`src/rtl/qpi_line_burst_master.sv`:
```
`default_nettype none
// ============================================================================
// Module   : qpi_line_burst_master
// Purpose  : Initiator side of the QPI memory interface. Moves one cache line
//            (LINE_WORDS x 32 bit) per request between an internal line buffer
//            and a QPI memory responder. The client loads or reads the buffer
//            by word index, then requests a fill (read) or a writeback (write).
// Ports    : clk, rst            - clock, asynchronous active-high reset
//            req_valid/ready/we  - request handshake; we=1 writeback, 0 fill
//            req_addr            - byte address, aligned down to a line
//            done, err           - completion pulse, timeout flag (with done)
//            buf_idx/we/wdata    - client buffer write port (IDLE only)
//            buf_rdata           - combinational read of buf[buf_idx]
//            qpi_*               - QPI responder side
// Options  : define QPI_BURST_TIMEOUT_EN to enable the burst stall watchdog
//            (TIMEOUT_CYCLES cycles without qpi_next_word aborts the burst).
// Revision : 1.0 - initial release
// ============================================================================
module qpi_line_burst_master #(
    parameter int LINE_WORDS     = 8,
    parameter int TIMEOUT_CYCLES = 1023
) (
    input  logic                          clk,
    input  logic                          rst,
    input  logic                          req_valid,
    output logic                          req_ready,
    input  logic                          req_we,
    input  logic [23:0]                   req_addr,
    output logic                          done,
    output logic                          err,
    input  logic [$clog2(LINE_WORDS)-1:0] buf_idx,
    input  logic                          buf_we,
    input  logic [31:0]                   buf_wdata,
    output logic [31:0]                   buf_rdata,
    output logic                          qpi_do_read,
    output logic                          qpi_do_write,
    output logic [23:0]                   qpi_addr,
    input  logic                          qpi_is_idle,
    output logic [31:0]                   qpi_wdata,
    input  logic [31:0]                   qpi_rdata,
    input  logic                          qpi_next_word
);

    localparam int          c_IDX_W     = $clog2(LINE_WORDS);
    localparam int          c_CNT_W     = c_IDX_W + 1;
    localparam logic [23:0] c_ADDR_MASK = ~24'((LINE_WORDS * 4) - 1);

    localparam logic [1:0] c_IDLE      = 2'd0;
    localparam logic [1:0] c_WAIT_IDLE = 2'd1;
    localparam logic [1:0] c_BURST     = 2'd2;
    localparam logic [1:0] c_DRAIN     = 2'd3;

    // Reject illegal configurations at elaboration.
    generate
        if ((LINE_WORDS < 2) || (LINE_WORDS > 32) ||
            ((LINE_WORDS & (LINE_WORDS - 1)) != 0) || (TIMEOUT_CYCLES < 1)) begin : g_bad_params
            $error("qpi_line_burst_master: illegal LINE_WORDS or TIMEOUT_CYCLES");
        end
    endgenerate

    logic [1:0]         r_state;
    logic [1:0]         w_state_nxt;
    logic               r_we;
    logic [23:0]        r_addr;
    logic [c_CNT_W-1:0] r_cnt;
    logic [31:0]        r_buf [LINE_WORDS];

    logic w_accept;
    logic w_take;
    logic w_last_take;
    logic w_done;
    logic w_timeout;
    logic w_abort;

    // A word moves only in BURST; a watchdog abort cycle moves nothing.
    assign w_take      = (r_state == c_BURST) && qpi_next_word && !w_timeout;
    assign w_last_take = w_take && (r_cnt == c_CNT_W'(LINE_WORDS - 1));
    assign w_done      = (r_state == c_DRAIN) && qpi_is_idle;
    assign w_accept    = req_valid && req_ready;

    assign qpi_addr  = r_addr;
    assign qpi_wdata = r_buf[r_cnt[c_IDX_W-1:0]];
    assign buf_rdata = r_buf[buf_idx];

`ifdef QPI_BURST_TIMEOUT_EN
    localparam int c_STALL_W = $clog2(TIMEOUT_CYCLES + 1);

    logic [c_STALL_W-1:0] r_stall;
    logic                 r_abort;

    assign w_timeout = (r_state == c_BURST) && (r_stall == c_STALL_W'(TIMEOUT_CYCLES));
    assign w_abort   = r_abort;

    // Held at zero outside BURST, so entry into BURST always starts at zero.
    always_ff @(posedge clk or posedge rst) begin
        if (rst) begin
            r_stall <= '0;
        end else if ((r_state != c_BURST) || qpi_next_word) begin
            r_stall <= '0;
        end else if (!w_timeout) begin
            r_stall <= r_stall + c_STALL_W'(1);
        end
    end

    always_ff @(posedge clk or posedge rst) begin
        if (rst) begin
            r_abort <= 1'b0;
        end else if (w_timeout) begin
            r_abort <= 1'b1;
        end else if (w_accept) begin
            r_abort <= 1'b0;
        end
    end
`else
    assign w_timeout = 1'b0;
    assign w_abort   = 1'b0;
`endif

    // ------------------------------------------------------------------
    // FSM: state register
    // ------------------------------------------------------------------
    always_ff @(posedge clk or posedge rst) begin
        if (rst) begin
            r_state <= c_IDLE;
        end else begin
            r_state <= w_state_nxt;
        end
    end

    // ------------------------------------------------------------------
    // FSM: next-state logic
    // ------------------------------------------------------------------
    always_comb begin
        w_state_nxt = r_state;
        case (r_state)
            c_IDLE: begin
                if (req_valid) begin
                    w_state_nxt = c_WAIT_IDLE;
                end
            end
            c_WAIT_IDLE: begin
                if (qpi_is_idle) begin
                    w_state_nxt = c_BURST;
                end
            end
            c_BURST: begin
                if (w_last_take || w_timeout) begin
                    w_state_nxt = c_DRAIN;
                end
            end
            c_DRAIN: begin
                // req_ready is already high in the done cycle, so a waiting
                // request is taken here without an extra IDLE cycle.
                if (qpi_is_idle) begin
                    w_state_nxt = req_valid ? c_WAIT_IDLE : c_IDLE;
                end
            end
            default: w_state_nxt = c_IDLE;
        endcase
    end

    // ------------------------------------------------------------------
    // FSM: outputs
    // ------------------------------------------------------------------
    always_comb begin
        req_ready    = 1'b0;
        done         = 1'b0;
        err          = 1'b0;
        qpi_do_read  = 1'b0;
        qpi_do_write = 1'b0;
        case (r_state)
            c_IDLE: begin
                req_ready = 1'b1;
            end
            c_BURST: begin
                // Drop in the same cycle as the final word so the responder
                // never starts a ninth transfer.
                qpi_do_read  = !r_we && !w_last_take && !w_timeout;
                qpi_do_write =  r_we && !w_last_take && !w_timeout;
            end
            c_DRAIN: begin
                req_ready = w_done;
                done      = w_done;
                err       = w_done && w_abort;
            end
            default: begin
                req_ready = 1'b0;
            end
        endcase
    end

    // ------------------------------------------------------------------
    // Datapath: request latch, word counter, line buffer
    // ------------------------------------------------------------------
    always_ff @(posedge clk or posedge rst) begin
        if (rst) begin
            r_we   <= 1'b0;
            r_addr <= '0;
            r_cnt  <= '0;
            for (int i = 0; i < LINE_WORDS; i++) begin
                r_buf[i] <= '0;
            end
        end else begin
            if (w_accept) begin
                r_we   <= req_we;
                r_addr <= req_addr & c_ADDR_MASK;
                r_cnt  <= '0;
            end
            if (w_take) begin
                r_cnt <= r_cnt + c_CNT_W'(1);
            end
            if ((r_state == c_IDLE) && buf_we) begin
                r_buf[buf_idx] <= buf_wdata;
            end
            if (w_take && !r_we) begin
                r_buf[r_cnt[c_IDX_W-1:0]] <= qpi_rdata;
            end
        end
    end

endmodule
`default_nettype wire

```
`config.mk`:
```
export PLATFORM = sky130hd
export DESIGN_NAME = qpi_line_burst_master
export DESIGN_NICKNAME = d
export VERILOG_FILES = /design/src/rtl/qpi_line_burst_master.sv
export SDC_FILE = /design/constraint.sdc
export NUM_CORES = 1
export LEC_CHECK = 0
export ABC_AREA = 0
export CORE_ASPECT_RATIO = 0.8
export CORE_MARGIN = 10
export CORE_UTILIZATION = 53
export CTS_BUF_LIST = sky130_fd_sc_hd__clkbuf_4 sky130_fd_sc_hd__clkbuf_8
export DETAILED_ROUTE_END_ITERATION = 12
export PLACE_DENSITY = 0.76
export REMOVE_ABC_BUFFERS = 1
export SLEW_MARGIN = 20
export SYNTH_ARGS = -nofsm -noshare
export SYNTH_HDL_FRONTEND = slang
export SYNTH_SLANG_ARGS = --single-unit
```
`constraint.sdc`:
```
create_clock -name clk -period 24.2 [get_ports clk]
set_clock_uncertainty 0.2 [all_clocks]
set_input_delay 7.26 -clock clk [delete_from_list [all_inputs] [get_ports clk]]
set_output_delay 7.26 -clock clk [all_outputs]
set_load 0.02 [all_outputs]
```
Word-level counts from Yosys, hierarchy flattened
Cells that the tools add are included.
{"block": "word_totals", "reg_bits": 282, "out_inout_bits": 93}
{"block": "classes", "addsub": 1, "order_cmp": 4, "eq_ne": 8, "muxes": 26, "n_bitwise": 2, "n_reduce_logical": 15}
{"cell": "256-bit bitwise mux", "count": 2}
{"cell": "256-bit two-way mux", "count": 2}
{"cell": "32-bit binary-select mux with 3-bit select", "count": 2}
{"cell": "32-bit demux with 3-bit select", "count": 2}
{"cell": "32-bit two-way mux", "count": 6}
{"cell": "1-bit logical AND", "count": 10}
{"cell": "4-bit greater-or-equal comparator (second input constant)", "count": 2}
{"cell": "4-bit by 1-bit < comparator with 1-bit output (second input constant)", "count": 2}
{"cell": "2-bit two-way mux", "count": 4}
{"cell": "4-bit two-way mux", "count": 2}
{"cell": "2-bit inequality test (second input constant)", "count": 4}
{"cell": "3-bit NOT with 4-bit output", "count": 2}
{"cell": "2-bit case mux with 4 select lines", "count": 1}
{"cell": "4-bit by 1-bit adder with 4-bit output (second input constant)", "count": 1}
{"cell": "2-bit equality test (second input constant)", "count": 2}
{"cell": "4-bit by 3-bit equality test with 1-bit output (second input constant)", "count": 1}
{"cell": "1-bit two-way mux", "count": 4}
{"cell": "4-bit AND reduction", "count": 1}
{"cell": "2-bit by 1-bit equality test with 1-bit output (second input constant)", "count": 1}
{"cell": "1-bit logical NOT", "count": 2}
{"cell": "2-bit logical NOT", "count": 1}
{"cell": "1-bit case mux with 2 select lines", "count": 1}
{"cell": "2-bit nonzero test", "count": 1}

Depth between registers and ports, before layout
{"block": "depth", "word_depth": 9, "ltp_mapped": 8, "mapped_depth_nobuf": 6}

Worst setup path before layout
Ideal clock, no wire load.
{"block": "synth_path", "path_kind": "input-to-output", "from": "in buf_idx[0]", "to": "out buf_rdata[0]", "arrival_time_ps": 8641, "t_required_ps": 16740, "setup_slack_ps": 8099, "cell_stages": 4, "path_cell_list": "clkbuf_1 > buf_2 > mux4_2 > mux2_2"}
{"block": "synth_via", "elab_chain_len": 4}
{"element": "from (decl)", "line": "31", "rtl": "input logic [$clog2(LINE_WORDS)-1:0] buf_idx,"}
{"element": "3-bit NOT with 4-bit output (not written as such)", "line": "83", "rtl": "assign buf_rdata = r_buf[buf_idx];"}
{"element": "32-bit binary-select mux with 3-bit select", "line": "83"}
{"element": "32-bit two-way mux (not written as such) (2 in series)", "line": "83"}
{"element": "to (decl)", "line": "34", "rtl": "output logic [31:0] buf_rdata,"}
No other way between the ends. The select of a mux whose other input is x is not followed.

Final worst setup path
{"block": "layout_path", "from": "in buf_idx[0]", "to": "out buf_rdata[29]"}
The elaborated chain is that of the path after synthesis.

==> impl_metrics.env <==
export IMPL_min_period_ns=17.62
export IMPL_cap_violations=0
export IMPL_worstMarginPinSlew_ns=1.17
export IMPL_maxSlewHeadroom_pct=22.0
export IMPL_cpPeakStageDelay_ns=0.77
export IMPL_yosysUniqueCellTypes=38
export IMPL_rr_worst_depth=6
export IMPL_grt_pass1_vias=15100
export IMPL_holdPathEnd="qpi_addr[10]"
export IMPL_multi_input_area_mm2=0.00884
export IMPL_antenna_found_initial=4
export IMPL_cts_setup_buffers=0
export IMPL_route_detailed_drc=0
export IMPL_rr_startpoint="r_cnt[2]"
export IMPL_place_congestion=0.838
export IMPL_drt_total_wl_um=56300
export IMPL_final_cell_area_mm2=0.0196
export IMPL_synth_compound_area_share_pct=9.91
export IMPL_port_buffers=179
export IMPL_gr_usage_met2_pct=43.3
export IMPL_placed_cell_area_mm2=0.0185
export IMPL_place_ws_ns=6.54
export IMPL_synthAdderAreaFrac_pct=0.445
export IMPL_cp_common_cell="buf_4"
export IMPL_n_fill_cell=2556
export IMPL_hold_depth=1
export IMPL_core_area_mm2=0.0314
export IMPL_clk_path_buf_depth=3
export IMPL_drive_gt1_share_pct=16.5
export IMPL_irDropWorstVdd_v=0.0000829
export IMPL_synth_edf_count=0
export IMPL_netlist_instances=1880
export IMPL_status="completed"
export IMPL_dieArea_mm2=0.0394
export IMPL_ioPinCount=191
export IMPL_gr_total_overflow=0
export IMPL_synth_top_area_cell="dfrtp_1"
export IMPL_ctsHoldBuffers=0
export IMPL_cts_made_buffers=47
export IMPL_yosys_warnings=0
export IMPL_seq_area_mm2=0.00706
export IMPL_die_x_um=219
export IMPL_startpoint_type="primary input"
export IMPL_syn_cell_area_mm2=0.0169
export IMPL_endpoint_kind="output port"
export IMPL_dp_hpwl_um=33200
export IMPL_area_growth_pct=16.2
export IMPL_clk_pin_slew_ns=0.06
export IMPL_finalNonFillerCells=2391
export IMPL_worstPathCellList="buf_4 > buf_4 > mux4_2 > mux2_2 > clkdlybuf4s50_1"
export IMPL_crit_family="buffers and inverters"
export IMPL_hold_class="register to register"
export IMPL_cp_num_buf_inv=3
export IMPL_finalCritPeriodShare_pct=72.8
export IMPL_cts_resized=0
export IMPL_cts_root_buf="clkbuf_8"
export IMPL_grtUsageTotal_pct=28.1
export IMPL_cellLeakagePower_nw=8.31
export IMPL_critical_path_depth=5
export IMPL_clk_latency_ns=0.57
export IMPL_grt_busiest_layer="met2"
export IMPL_ctsHtreeMaxLevel=2
export IMPL_dp_cells=2300
export IMPL_power_mw=2.54
export IMPL_cp_max_fo=42
export IMPL_final_common_cell="nand2_1"
export IMPL_synth_top_family_by_area="simple AND/OR/NAND/NOR gates"
export IMPL_grtUsageMet3_pct=7.11
export IMPL_vias=15300
export IMPL_synth_flop_cell="dfrtp_1"
export IMPL_async_flop_share_pct=100
export IMPL_setup_violations=0
export IMPL_yosysTopAreaCellShare_pct=41.8
export IMPL_regToRegSetupSlack_ns=21.01
export IMPL_drt_initial_drc_count=2174
export IMPL_synth_area_mux_share_pct=20.6
export IMPL_rsz0062_at_grt="false"
export IMPL_yosys_area_share_simple_pct=21.0
export IMPL_routedWlPerCell_um=23.5
export IMPL_fin_ws_ns=6.58
export IMPL_grt_pass1_wl_um=87200
export IMPL_crit_slowest_cell="buf_4"
export IMPL_final_cell_mix="623 x nand2_1, 280 x dfrtp_1, 259 x nor2_1"
export IMPL_finalSetupTns_ns=0
export IMPL_use_met1_pct=37.9
export IMPL_max_freq_ghz=0.0568
export IMPL_start_util_pct=53.7
export IMPL_min_delay_start="qpi_addr[10]"
export IMPL_num_rows=58
export IMPL_synth_seq_cells=282
export IMPL_critPathKind="primary input to output port"
export IMPL_clkSinkCount=282
export IMPL_reg2reg_to="r_buf[50]"
export IMPL_ant_nets=0
export IMPL_synth_xor_area_share_pct=0.104
export IMPL_p_per_area_mw_per_mm2=130
export IMPL_maxSlewViolCount=0
export IMPL_synth_area_per_cell_um2=8.97
export IMPL_ys_seq_area_share_pct=41.8
export IMPL_final_hold_violation_count=0
export IMPL_tritoncts="yes"
export IMPL_via_per_inst=6.41
export IMPL_drtPass1Iterations=7
export IMPL_grt_max_degree=141
export IMPL_synth_area_leaders="dfrtp_1 42%, mux4_2 17%, nand2_1 14%"
export IMPL_worstPathArrival_ns=10.16
export IMPL_nNetsFinal=2034
export IMPL_required_ns=16.74
export IMPL_die_h_um=180
metal layers:
metal,part of all wire (%),vias up,wire [µm]
li1,-,6575,-
met2,47,1144,26200
met5,0.030,-,17
met4,3.0,2,1700
met3,13,162,7220
met1,38,7436,21200
logic make-up after synthesis:
group,after synthesis
other,1
AOI/OAI and AO/OA,267
and+or+nand+nor,919
buffers and inverters,223
xor gates and xnor gates,2
DFF,282
muxes,180
adders and majority gates,6
metrics by stage:
stage | utilization [%] | hold WS (ns)
floorplan | - | 0.313
global placement | 58.8 | 0.291
detailed placement | 58.8 | 0.295
CTS | 62.3 | 0.308
global route | 62.4 | 0.327
finish | 62.4 | 0.303
worst max path at each step:
stage	start	to	slack [ns]
2_1_floorplan	buf_idx[0]	buf_rdata[0]	8.70
3_3_place_gp	buf_idx[0]	buf_rdata[3]	6.60
3_5_place_dp	buf_idx[0]	buf_rdata[3]	6.54
4_1_cts	buf_idx[0]	buf_rdata[3]	6.54
5_1_grt	buf_idx[0]	buf_rdata[29]	6.40
6_report	buf_idx[0]	buf_rdata[29]	6.58
Yosys cell counts (2+ instances only):
master and instances:
nor2_1 265, mux2_2 52, clkbuf_1 117, ha_1 6, or3_1 6, nor2b_1 2
nand3_1 5, mux4_2 128, nor3_1 2, clkbuf_2 20, nand2_1 623, o21ai_0 4
inv_1 5, or2_2 2, nand2b_1 4, buf_1 12, o22ai_1 2, buf_4 7
dfrtp_1 282, a31oi_1 256, buf_6 12, and3_1 2, buf_2 50, nand3b_1 2
worst register-to-register path: cells and delay by family (launching register included):
family	cells	cell delay, ns
DFF	1	0.34
and+or+nand+nor	3	1.17
AOI/OAI and AO/OA	1	0.05
buffers and inverters	2	1.28
cell type report:
| type | instances | share of cell area (%) |
|---|---|---|
| repair buffers | 214 | 10.4 |
| clock buffers | 76 | 4.95 |
| flip-flops and latches | 282 | 36.0 |
| diodes | 4 | 0.0510 |
| inverters | 5 | 0.134 |
| well taps | 420 | 2.68 |
| multi-input cells | 1380 | 45.1 |
| clock inverters | 10 | 0.638 |
report_power, final:
part / switching [mW] / internal [mW] / leakage, nW
logic: 0.551 / 0.608 / 4.26
registers: 0.188 / 0.701 / 3.47
clock network: 0.207 / 0.286 / 0.585
total: 0.946 / 1.60 / 8.31
flip-flops by register name, summed over array words and instances, names as in the netlist:
| register | flops |
|---|---|
| r_cnt | 4 |
| r_state | 2 |
| r_we | 1 |
| qpi_addr | 19 |
| r_buf | 256 |
Power figures use the tool's default switching activity.
